`src/rtl/ram_xfer_pkg.sv`:
```
// Shared definitions for the RAM transfer engines: FSM state encoding and
// word-count width helper.
package ram_xfer_pkg;

    typedef enum logic [1:0] {
        StIdle  = 2'd0,
        StRead  = 2'd1,
        StDrain = 2'd2,
        StFin   = 2'd3
    } xfer_state_e;

    // A count must reach the full depth, so it needs one bit more than an address.
    function automatic int unsigned len_width(input int unsigned addr_w);
        return addr_w + 1;
    endfunction

endpackage

```
`src/rtl/stream_out_reg.sv`:
```
// Registered data/valid output stage of a valid/ready stream.
// A load takes priority over a clear; otherwise both outputs hold.
module stream_out_reg #(
    parameter int unsigned W = 8
) (
    input  logic         clk_i,
    input  logic         rst_i,
    input  logic         ld_i,
    input  logic         clr_i,
    input  logic [W-1:0] data_i,
    output logic [W-1:0] data_o,
    output logic         valid_o
);

    logic [W-1:0] data_q;
    logic         valid_q;

    always_ff @(posedge clk_i or posedge rst_i) begin
        if (rst_i) begin
            data_q  <= '0;
            valid_q <= 1'b0;
        end else if (ld_i) begin
            data_q  <= data_i;
            valid_q <= 1'b1;
        end else if (clr_i) begin
            valid_q <= 1'b0;
        end
    end

    assign data_o  = data_q;
    assign valid_o = valid_q;

endmodule

```
`src/rtl/ram_rd_stream_fsm.sv`:
```
// Read-side transfer engine: streams len words from an async-read RAM,
// starting at base_addr with modulo-depth wrap, over a valid/ready interface.
module ram_rd_stream_fsm
    import ram_xfer_pkg::*;
#(
    parameter int unsigned W    = 8,
    parameter int unsigned D    = 16,
    parameter int unsigned DLog = $clog2(D)
) (
    input  logic            clk_i,
    input  logic            rst_i,
    input  logic            start_i,
    input  logic [DLog-1:0] base_addr_i,
    input  logic [DLog:0]   len_i,
    output logic [DLog-1:0] addr_rd_o,
    input  logic [W-1:0]    ram_data_i,
    output logic [W-1:0]    m_data_o,
    output logic            m_valid_o,
    input  logic            m_ready_i,
    output logic            busy_o,
    output logic            done_o
);

    localparam int unsigned LenW = len_width(DLog);
    localparam logic [DLog-1:0] PtrLast = DLog'(D - 1);

    xfer_state_e     state_q, state_d;
    logic [DLog-1:0] ptr_q, ptr_d, ptr_inc;
    logic [LenW-1:0] rem_q, rem_d;
    logic            done_q;
    logic            ld, clr;

    // Depth need not be a power of two, so wrap explicitly.
    assign ptr_inc = (ptr_q == PtrLast) ? '0 : ptr_q + 1'b1;

    always_comb begin
        state_d = state_q;
        ptr_d   = ptr_q;
        rem_d   = rem_q;
        ld      = 1'b0;
        clr     = 1'b0;
        unique case (state_q)
            StIdle: begin
                if (start_i) begin
                    ptr_d   = base_addr_i;
                    rem_d   = len_i;
                    state_d = (len_i == '0) ? StFin : StRead;
                end
            end
            StRead: begin
                ld = (rem_q != '0) && (!m_valid_o || m_ready_i);
                if (ld) begin
                    ptr_d = ptr_inc;
                    rem_d = rem_q - 1'b1;
                    if (rem_q == LenW'(1)) begin
                        state_d = StDrain;
                    end
                end
            end
            StDrain: begin
                if (m_valid_o && m_ready_i) begin
                    clr     = 1'b1;
                    state_d = StFin;
                end
            end
            StFin: begin
                state_d = StIdle;
            end
            default: begin
                state_d = StIdle;
            end
        endcase
    end

    always_ff @(posedge clk_i or posedge rst_i) begin
        if (rst_i) begin
            state_q <= StIdle;
            ptr_q   <= '0;
            rem_q   <= '0;
            done_q  <= 1'b0;
        end else begin
            state_q <= state_d;
            ptr_q   <= ptr_d;
            rem_q   <= rem_d;
            // Pulse lands in the cycle after FIN, once the engine is idle again.
            done_q  <= (state_q == StFin);
        end
    end

    stream_out_reg #(
        .W (W)
    ) u_stream_out_reg (
        .clk_i   (clk_i),
        .rst_i   (rst_i),
        .ld_i    (ld),
        .clr_i   (clr),
        .data_i  (ram_data_i),
        .data_o  (m_data_o),
        .valid_o (m_valid_o)
    );

    assign addr_rd_o = ptr_q;
    assign busy_o    = (state_q != StIdle);
    assign done_o    = done_q;

endmodule
```
`config.mk`:
```
export PLATFORM = sky130hd
export DESIGN_NAME = ram_rd_stream_fsm
export DESIGN_NICKNAME = d
export VERILOG_FILES = /design/src/rtl/ram_xfer_pkg.sv /design/src/rtl/stream_out_reg.sv /design/src/rtl/ram_rd_stream_fsm.sv
export SDC_FILE = /design/constraint.sdc
export NUM_CORES = 1
export LEC_CHECK = 0
export CAP_MARGIN = 10
export CORE_MARGIN = 5
export CORE_UTILIZATION = 40
export CTS_CLUSTER_SIZE = 14
export DETAILED_ROUTE_END_ITERATION = 8
export PLACE_DENSITY = 0.73
export SLEW_MARGIN = 20
export SYNTH_ARGS = -nofsm -noshare
export SYNTH_HDL_FRONTEND = slang
export SYNTH_SLANG_ARGS = --single-unit
export TNS_END_PERCENT = 50
```
`constraint.sdc`:
```
create_clock -name clk_i -period 3.59 [get_ports clk_i]
set_clock_uncertainty 0.05 [all_clocks]
set_input_delay 0.718 -clock clk_i [delete_from_list [all_inputs] [get_ports clk_i]]
set_output_delay 0.718 -clock clk_i [all_outputs]
set_load 0.02 [all_outputs]
```
==> results of run 1 <==
## routing by layer
layer,track usage,share of wire
met2,0.2401,0.51
met4,0.05541,0.013
met1,0.1795,0.43
met5,0,0
met3,0.02763,0.047
## flip-flops by register name (all words and copies together) (netlist names)
register,cells
rem_q,5
u_stream_out_reg.valid_o,1
done_o,1
u_stream_out_reg.data_o,8
addr_rd_o,4
state_q,2
## worst max-delay path, delay by kind of cell, from the launching register on
family / cells / cell delay, ps
adders and majority gates: 1 / 240
buffers and inverters: 3 / 800
DFF: 1 / 400
## power by group
| group | internal, mW | total, mW | switching, mW | leakage [nW] |
|---|---|---|---|---|
| Sequential | 0.355 | 0.464 | 0.109 | 0.245 |
| Clock | 0.0415 | 0.117 | 0.0756 | 0.0177 |
| Combinational | 0.405 | 0.844 | 0.439 | 0.417 |
## kinds of logic after synthesis
group | share of synthesized area
muxes | 0.1001
DFF | 0.4380
AOI/OAI and AO/OA | 0.1700
and+or+nand+nor | 0.1637
adders and majority gates | 0.08342
buffers and inverters | 0.04484
## per-stage QoR
| stage | hold slack (ps) | total power, mW | area [um2] | setup slack (ps) |
|---|---|---|---|---|
| 2_1_floorplan | 461.1 | 1.015 | 1200 | 1658 |
| 3_3_place_gp | 436.5 | 1.292 | 1565 | 1236 |
| 6_report | 472.5 | 1.425 | 1593 | 1080 |
| 3_5_place_dp | 446.6 | 1.314 | 1565 | 1150 |
| 5_1_grt | 504.5 | 1.547 | 1593 | 1009 |
| 4_1_cts | 477.8 | 1.433 | 1593 | 1069 |
## area by class of cell
cell class	instances	area (um2)	share of cell area
Timing Repair Buffer	35	350.3	0.2200
Inverter	8	30.03	0.01885
Tap cell	31	38.79	0.02435
Clock inverter	1	5.005	0.003142
Multi-Input combinational cell	82	620.6	0.3896
Sequential cell	21	525.5	0.3299
Clock buffer	3	22.52	0.01414
## worst min path at each step
stage                                                       from                                     end
final                     u_stream_out_reg.data_o[6]$_DFFE_PP0P_  u_stream_out_reg.data_o[6]$_DFFE_PP0P_
after global routing      u_stream_out_reg.data_o[6]$_DFFE_PP0P_  u_stream_out_reg.data_o[6]$_DFFE_PP0P_
after CTS                 u_stream_out_reg.data_o[5]$_DFFE_PP0P_  u_stream_out_reg.data_o[5]$_DFFE_PP0P_
after detailed placement  u_stream_out_reg.data_o[5]$_DFFE_PP0P_  u_stream_out_reg.data_o[5]$_DFFE_PP0P_
after global placement    u_stream_out_reg.data_o[3]$_DFFE_PP0P_  u_stream_out_reg.data_o[3]$_DFFE_PP0P_
after floorplan                             rem_q[4]$_DFFE_PP0P_                    rem_q[4]$_DFFE_PP0P_
## placed cells by master, fill, tap and decap left out, drive strengths merged, types with 3 or more instances in the layout
cell           netlist  routed
a21oi                5       5
a22oi                3       3
a31oi                3       3
and2                 3       3
clkbuf               2       3
clkdlybuf4s50        0      35
dfrtp               21      21
ha                   8       8
inv                  8       8
mux2                 8       8
mux2i                3       3
nand2                4       4
nand3                3       3
nor2                 8       8
o21ai               10      10
o22ai                4       4
==> flow_metrics.env, run 1 <==
export IMPL_run_status="complete, no violations"
export IMPL_utilization=0.5678
export IMPL_synth_most_common_cell="sky130_fd_sc_hd__dfrtp_1"
export IMPL_synth_top_area_frac=0.4380
export IMPL_fin_crit_sh=0.6991
export IMPL_drt_pass1_iterations=4
export IMPL_synth_top_area_cell="sky130_fd_sc_hd__dfrtp_1"
export IMPL_nNetsFinal=180
export IMPL_hold_violations=0
export IMPL_critical_path_slowest_cell="sky130_fd_sc_hd__clkdlybuf4s50_1"
export IMPL_die_height_um=64.77
export IMPL_start_util=0.4277
export IMPL_synth_cells_most_frequent="sky130_fd_sc_hd__dfrtp_1 (21), sky130_fd_sc_hd__o21ai_0 (10)"
export IMPL_worst_setup_path_type="register to output port"
export IMPL_drv_slew=0
export IMPL_first_pass_grt_wire_length_um=4781
export IMPL_cts_inserted_buffers=3
export IMPL_die_width_um=64.77
export IMPL_clock_sinks=21
export IMPL_num_rows=19
export IMPL_timing_reg2reg_setup_slack_ps=1330
export IMPL_detailedPlacementHpwl_um=2106
export IMPL_rsz0062_at_grt="false"
export IMPL_netlist_top_cells_area="sky130_fd_sc_hd__dfrtp_1 (44%), sky130_fd_sc_hd__ha_1 (8.3%), sky130_fd_sc_hd__mux2_2 (7.5%), sky130_fd_sc_hd__o21ai_0 (4.2%), sky130_fd_sc_hd__mux2i_1 (2.5%)"
export IMPL_vias_per_cell=5.635
export IMPL_layout_area_overhead_vs_synth_pct=32.74
export IMPL_number_of_antenna_violations_at_the_first_check_in_global_routing=0
export IMPL_dp_cells=177
export IMPL_path_clk_slew_ps=120
export IMPL_endpoint="busy_o"
export IMPL_grt_overflow=0
export IMPL_maximum_number_of_pins_on_one_net_before_global_route_repair=22
export IMPL_floorplan_die_area_mm2=0.004195
export IMPL_dr_total_vias=1020
export IMPL_hold_path_class="register to register"
export IMPL_pwr_density_cell_mw_per_mm2=894.8
export IMPL_synth_distinct_cells=35
export IMPL_p_leak_nw=0.6796
export IMPL_clock_root_buffer="sky130_fd_sc_hd__clkbuf_4"
export IMPL_end_kind="output port"
export IMPL_r2r_end="addr_rd_o[3]$_DFFE_PP0P_"
export IMPL_max_vdd_ir_drop_mv=0.3932
export IMPL_core_region_area_mm2=0.002805
export IMPL_design_portCount=36
export IMPL_post_synth_instance_area_mm2=0.001200
export IMPL_finalCriticalPeriod_ps=2510
export IMPL_grt_use_total=0.1424
export IMPL_grt_pass1_vias=1035
export IMPL_ctsResizeCount=0
export IMPL_fillCellCount=250
export IMPL_drt_wirelength_per_cell_um=15.29
export IMPL_cp_common_cell="sky130_fd_sc_hd__inv_1"
export IMPL_detail_route_antenna_nets=0
export IMPL_drc=0
export IMPL_cpPeakStageDelay_ps=610
export IMPL_cell_breakdown_of_the_critical_path="inv_1 -> ha_1 -> inv_1 -> clkdlybuf4s50_1"
export IMPL_place_gp_congestion=0.8858
export IMPL_routed_wirelength_um=2767
export IMPL_crit_required_ps=2820
export IMPL_syn_num_nets=144
export IMPL_count_of_port_buffers_added_during_placement=35
export IMPL_stdcell_count=181
export IMPL_cts_max_path_buffers=2
export IMPL_crit_reg2reg_launch="state_q[1]$_DFFE_PP0P_"
export IMPL_worstSkewPairLatency_ps=300
export IMPL_ys_async_sr_fraction=1.000
export IMPL_insertedDiodeCount=0
export IMPL_netlist_instances=115
export IMPL_final_layout_size_suffix_gt1_frac=0.1200
export IMPL_critical_path_startpoint_type="register"
export IMPL_crit_path_max_fanout=4
export IMPL_worstSetupStartpoint="state_q[0]$_DFFE_PP0P_"
export IMPL_number_of_flops_mapped_to_enable_cells_by_yosys=0
export IMPL_endpoints_failing_setup=0
export IMPL_tritoncts="done"
export IMPL_ys_dominant_reg_cell="sky130_fd_sc_hd__dfrtp_1"
export IMPL_cts_htree_levels=1
export IMPL_dr_first_iter_drc_count=68
export IMPL_post_cts_repair_setup_buffers=0
export IMPL_yosys_warnings=0
export IMPL_critical_path_arrival_ps=1740
export IMPL_max_freq_mhz=398.5
export IMPL_ctsHoldBuffers=0
export IMPL_tightestPinTransition_ps=795.2
export IMPL_timing_reg2reg_worst_path_depth=6
export IMPL_maxCapViolations=0
export IMPL_yosysSeqAreaShare=0.4380
export IMPL_hold_depth=1
export IMPL_fin_tns_setup_ps=0
export IMPL_synth_seq_cells=21
export IMPL_max_slew_margin_rel=0.4693
export IMPL_post_synth_cell_area_avg_um2=10.43
No activity file was read; power rests on OpenSTA's default activity.
==> run 2, diff against run 1 <==
Settings changed: PLACE_DENSITY 0.73 to 0.75.
Clock period 3.59 ns to 2 ns, I/O delays scaled along.
==> flow_metrics.env, run 2 (synthesized netlist as in run 1, its figures left out) <==
export IMPL_utilization=0.5977
export IMPL_critical_path_arrival_ps=2080
export IMPL_fillCellCount=243
export IMPL_critical_path_depth=5
export IMPL_crit_required_ps=2150
export IMPL_grt_use_total=0.1560
export IMPL_final_common_cell="sky130_fd_sc_hd__clkdlybuf4s50_1"
export IMPL_num_rows=19
export IMPL_tightestPinTransition_ps=518.0
export IMPL_cpPeakStageDelay_ps=520
export IMPL_detailedPlacementHpwl_um=2338
export IMPL_layout_area_overhead_vs_synth_pct=39.73
export IMPL_clock_root_buffer="sky130_fd_sc_hd__clkbuf_4"
export IMPL_pwr_density_cell_mw_per_mm2=1629
export IMPL_hold_violations=0
export IMPL_count_of_port_buffers_added_during_placement=35
export IMPL_hold_path_class="input port to asynchronous set/reset pin"
export IMPL_grt_overflow=0
export IMPL_finalCriticalPeriod_ps=1934
export IMPL_drv_slew=0
export IMPL_endpoints_failing_setup=0
export IMPL_number_of_antenna_violations_at_the_first_check_in_global_routing=0
export IMPL_dr_total_vias=1113
export IMPL_die_height_um=64.77
export IMPL_cts_htree_levels=1
export IMPL_worst_setup_path_type="register to register"
export IMPL_maxCapViolations=0
export IMPL_cell_breakdown_of_the_critical_path="inv_1 -> ha_1 -> or4b_4 -> nand3_4 -> mux2_2"
export IMPL_final_cell_mix="sky130_fd_sc_hd__clkdlybuf4s50_1 (34), sky130_fd_sc_hd__dfrtp_1 (20), sky130_fd_sc_hd__o21ai_0 (10), sky130_fd_sc_hd__buf_4 (10)"
export IMPL_timing_reg2reg_worst_path_depth=5
export IMPL_fin_tns_setup_ps=0
export IMPL_design_portCount=36
export IMPL_final_layout_size_suffix_gt1_frac=0.2000
export IMPL_dp_cells=186
export IMPL_max_slew_margin_rel=0.6498
export IMPL_critical_path_buffer_and_inverter_count=1
export IMPL_path_clk_slew_ps=130
export IMPL_rsz0062_at_grt="false"
export IMPL_nNetsFinal=190
export IMPL_cts_inserted_buffers=3
export IMPL_ctsHoldBuffers=0
export IMPL_insertedDiodeCount=0
export IMPL_vias_per_cell=5.827
export IMPL_stdcell_count=191
export IMPL_maximum_number_of_pins_on_one_net_before_global_route_repair=22
export IMPL_critical_path_startpoint_type="register"
export IMPL_detail_route_antenna_nets=0
export IMPL_preCtsSetupSlack_ps=16.80
export IMPL_max_vdd_ir_drop_mv=0.8199
export IMPL_p_leak_nw=0.7272
export IMPL_die_width_um=64.77
export IMPL_drt_pass1_iterations=4
export IMPL_critical_path_slowest_cell="sky130_fd_sc_hd__or4b_4"
export IMPL_grt_pass1_vias=1150
export IMPL_place_gp_congestion=0.8689
export IMPL_worstSkewPairLatency_ps=310
export IMPL_clock_sinks=21
export IMPL_max_freq_mhz=517.1
export IMPL_max_reg_flops=8
export IMPL_fin_crit_sh=0.9670
export IMPL_crit_path_max_fanout=8
export IMPL_start_util=0.4277
export IMPL_cts_max_path_buffers=2
export IMPL_core_region_area_mm2=0.002805
export IMPL_postLayoutSetupSlackWorst_ps=66.05
export IMPL_cell_family_contributing_the_most_delay_on_the_critical_path="simple AND/OR/NAND/NOR gates"
export IMPL_fin_total_pwr_mw=2.732
export IMPL_routed_wirelength_um=3009
export IMPL_drt_wirelength_per_cell_um=15.75
export IMPL_first_pass_grt_wire_length_um=5195
export IMPL_dr_first_iter_drc_count=80
export IMPL_drc=0
export IMPL_run_status="complete, no violations"
export IMPL_floorplan_die_area_mm2=0.004195
export IMPL_end_kind="register"
export IMPL_tritoncts="done"
## run 2: final timing paths
| check | startpoint | to | slack (ps) |
|---|---|---|---|
| max in group asynchronous | rst_i | u_stream_out_reg.data_o[6]$_DFFE_PP0P_ | 1310 |
| min in group clk_i | u_stream_out_reg.data_o[3]$_DFFE_PP0P_ | u_stream_out_reg.data_o[3]$_DFFE_PP0P_ | 470 |
| worst min register to register | u_stream_out_reg.data_o[3]$_DFFE_PP0P_ | u_stream_out_reg.data_o[3]$_DFFE_PP0P_ | 470 |
| worst max-delay path | rem_q[0]$_DFFE_PP0P_ | u_stream_out_reg.data_o[6]$_DFFE_PP0P_ | 70 |
| worst max register to register | rem_q[0]$_DFFE_PP0P_ | u_stream_out_reg.data_o[6]$_DFFE_PP0P_ | 70 |
| worst min-delay path | rst_i | addr_rd_o[0]$_DFFE_PP0P_ | 350 |
## run 2: where the power goes
group          switching (mW)  internal, mW
registers               0.204         0.640
logic                   0.846         0.830
clock network           0.138        0.0747
total                    1.19          1.54
## run 2: worst min-delay path: cells and delay by family
kind | cells | cell delay, ps
buf+inv | 3 | 720
## run 2: timing repair
| item | CTS | global route |
|---|---|---|
| gates resized for setup | 1 | 7 |
| setup buffers | 0 | 1 |
| endpoints found under the setup margin | 1 | 13 |
## run 2: cell type report
cell class              count  area, um2  area share
repair buffers             45      420.4      0.2507
inverters                   8      30.03     0.01791
clock buffers               3      22.52     0.01343
multi-input cells          82      633.1      0.3776
flip-flops and latches     21      526.8      0.3142
well taps                  31      38.79     0.02313
clock inverters             1      5.005    0.002985
## run 2: metrics by stage
step,instance area [um2],hold slack [ps]
final,1677,351.8
after global routing,1677,400.8
after CTS,1659,370.3
after detailed placement,1633,443.7
after global placement,1633,436.4
after floorplan,1200,326.5
## run 2: metal layers
metal	GRT usage	wire length, um
met3	0.02245	162
met1	0.1842	1227
met2	0.2669	1552
met4	0.09499	68
met5	0	0
==> run 3, diff against run 2 <==
Settings changed: MAX_ROUTING_LAYER set to met4.
==> flow_metrics.env, run 3 (synthesized netlist as in run 1, its figures left out) <==
export IMPL_pwr_density_cell_mw_per_mm2=1625
export IMPL_maximum_number_of_pins_on_one_net_before_global_route_repair=22
export IMPL_die_height_um=64.77
export IMPL_start_util=0.4277
export IMPL_cell_breakdown_of_the_critical_path="inv_1 -> ha_2 -> inv_1 -> dlygate4sd2_1"
export IMPL_count_of_port_buffers_added_during_placement=35
export IMPL_fin_total_pwr_mw=2.716
export IMPL_utilization=0.5959
export IMPL_clock_sinks=21
export IMPL_hold_violations=0
export IMPL_final_layout_size_suffix_gt1_frac=0.1875
export IMPL_final_hold_worst_slack_ps=362.9
export IMPL_grt_overflow=0
export IMPL_max_reg_flops=8
export IMPL_rsz0062_at_grt="true"
export IMPL_final_cell_mix="sky130_fd_sc_hd__clkdlybuf4s50_1 (34), sky130_fd_sc_hd__dfrtp_1 (21), sky130_fd_sc_hd__o21ai_0 (10), sky130_fd_sc_hd__buf_4 (10)"
export IMPL_ctsHoldBuffers=0
export IMPL_drt_wirelength_per_cell_um=15.86
export IMPL_die_width_um=64.77
export IMPL_drt_pass1_iterations=4
export IMPL_tritoncts="done"
export IMPL_cpPeakStageDelay_ps=430
export IMPL_endpoints_failing_setup=0
export IMPL_cts_htree_levels=1
export IMPL_place_gp_congestion=0.8501
export IMPL_worst_setup_path_type="register to output port"
export IMPL_drc=0
export IMPL_detail_route_antenna_nets=0
export IMPL_p_leak_nw=0.7252
export IMPL_grt_use_total=0.1583
export IMPL_maxCapViolations=0
export IMPL_design_portCount=36
export IMPL_num_rows=19
export IMPL_grt_pass1_vias=1080
export IMPL_final_common_cell="sky130_fd_sc_hd__clkdlybuf4s50_1"
export IMPL_max_slew_margin_rel=0.6676
export IMPL_floorplan_die_area_mm2=0.004195
export IMPL_first_pass_grt_wire_length_um=5057
export IMPL_crit_required_ps=1550
export IMPL_timing_reg2reg_setup_slack_ps=100
export IMPL_vias_per_cell=5.581
export IMPL_insertedDiodeCount=0
export IMPL_path_clk_slew_ps=120
export IMPL_tightestPinTransition_ps=491.7
export IMPL_end_kind="output port"
export IMPL_run_status="complete, no violations"
export IMPL_dr_first_iter_drc_count=66
export IMPL_max_freq_mhz=519.1
export IMPL_dr_total_vias=1066
export IMPL_max_vdd_ir_drop_mv=0.7809
export IMPL_fin_crit_sh=0.9631
export IMPL_critical_path_startpoint_type="register"
export IMPL_worstSkewPairLatency_ps=300
export IMPL_nNetsFinal=190
export IMPL_hold_path_class="input port to asynchronous set/reset pin"
export IMPL_cts_inserted_buffers=3
export IMPL_drv_slew=0
export IMPL_cp_common_cell="sky130_fd_sc_hd__inv_1"
export IMPL_core_region_area_mm2=0.002805
export IMPL_clock_root_buffer="sky130_fd_sc_hd__clkbuf_4"
export IMPL_routed_wirelength_um=3030
export IMPL_layout_area_overhead_vs_synth_pct=39.31
export IMPL_crit_path_max_fanout=4
export IMPL_critical_path_slowest_cell="sky130_fd_sc_hd__dfrtp_1"
export IMPL_fillCellCount=252
export IMPL_number_of_antenna_violations_at_the_first_check_in_global_routing=0
export IMPL_fin_tns_setup_ps=0
export IMPL_critical_path_arrival_ps=1480
export IMPL_detailedPlacementHpwl_um=2349
export IMPL_finalCriticalPeriod_ps=1926
export IMPL_cts_max_path_buffers=2
==> run 3: worst paths after layout <==
check | cells past startpoint | from | to
hold reg to reg | 1 | u_stream_out_reg.data_o[4]$_DFFE_PP0P_ | u_stream_out_reg.data_o[4]$_DFFE_PP0P_
setup reg to reg | 5 | rem_q[1]$_DFFE_PP0P_ | u_stream_out_reg.data_o[6]$_DFFE_PP0P_
max in group asynchronous | 3 | rst_i | rem_q[0]$_DFFE_PP0P_
min in group clk_i | 1 | u_stream_out_reg.data_o[4]$_DFFE_PP0P_ | u_stream_out_reg.data_o[4]$_DFFE_PP0P_
setup / recovery | 4 | state_q[0]$_DFFE_PP0P_ | busy_o
hold / removal | 3 | rst_i | u_stream_out_reg.data_o[6]$_DFFE_PP0P_
==> run 3: stage by stage <==
step / setup slack (ps) / instances / area, um2
after detailed placement: 62.45 / 187 / 1640
after global placement: 54.61 / 187 / 1640
after CTS: 54.43 / 191 / 1667
after global routing: -24.07 / 191 / 1672
final: 73.77 / 191 / 1672
after floorplan: 67.50 / 115 / 1200
==> run 3: what timing repair did <==
action / 4_1_cts / 5_1_grt
setup buffers: 0 / 0
endpoints found under the hold margin: 0 / 0
gates resized for setup: 1 / 2
setup endpoints to repair: 1 / 5
==> run 3: area by class of cell <==
type,instances,area [um2],share of cell area
inverters,8,30.03,0.01796
repair buffers,45,424.2,0.2537
clock inverters,1,5.005,0.002994
multi-input cells,82,625.6,0.3743
flip-flops and latches,21,525.5,0.3144
clock buffers,3,22.52,0.01347
well taps,31,38.79,0.02320
==> run 3: power by group <==
group          internal (mW)  switching (mW)
sequential             0.638           0.190
clock                 0.0746           0.137
combinational          0.826           0.850
total                   1.54            1.18
==> run 3: routing by layer <==
layer,GRT usage,up-vias,share of wire
met5,-,-,0
met4,0.08971,0,0.024
met3,0.01900,7,0.049
met2,0.2567,37,0.51
met1,0.1904,509,0.42
li1,-,513,-
==> run 3: worst max-delay path: cells and delay by family, from the launching register on <==
family	cells	cell delay [ps]
flops	1	430
buf+inv	3	520
fa+ha+maj	1	220
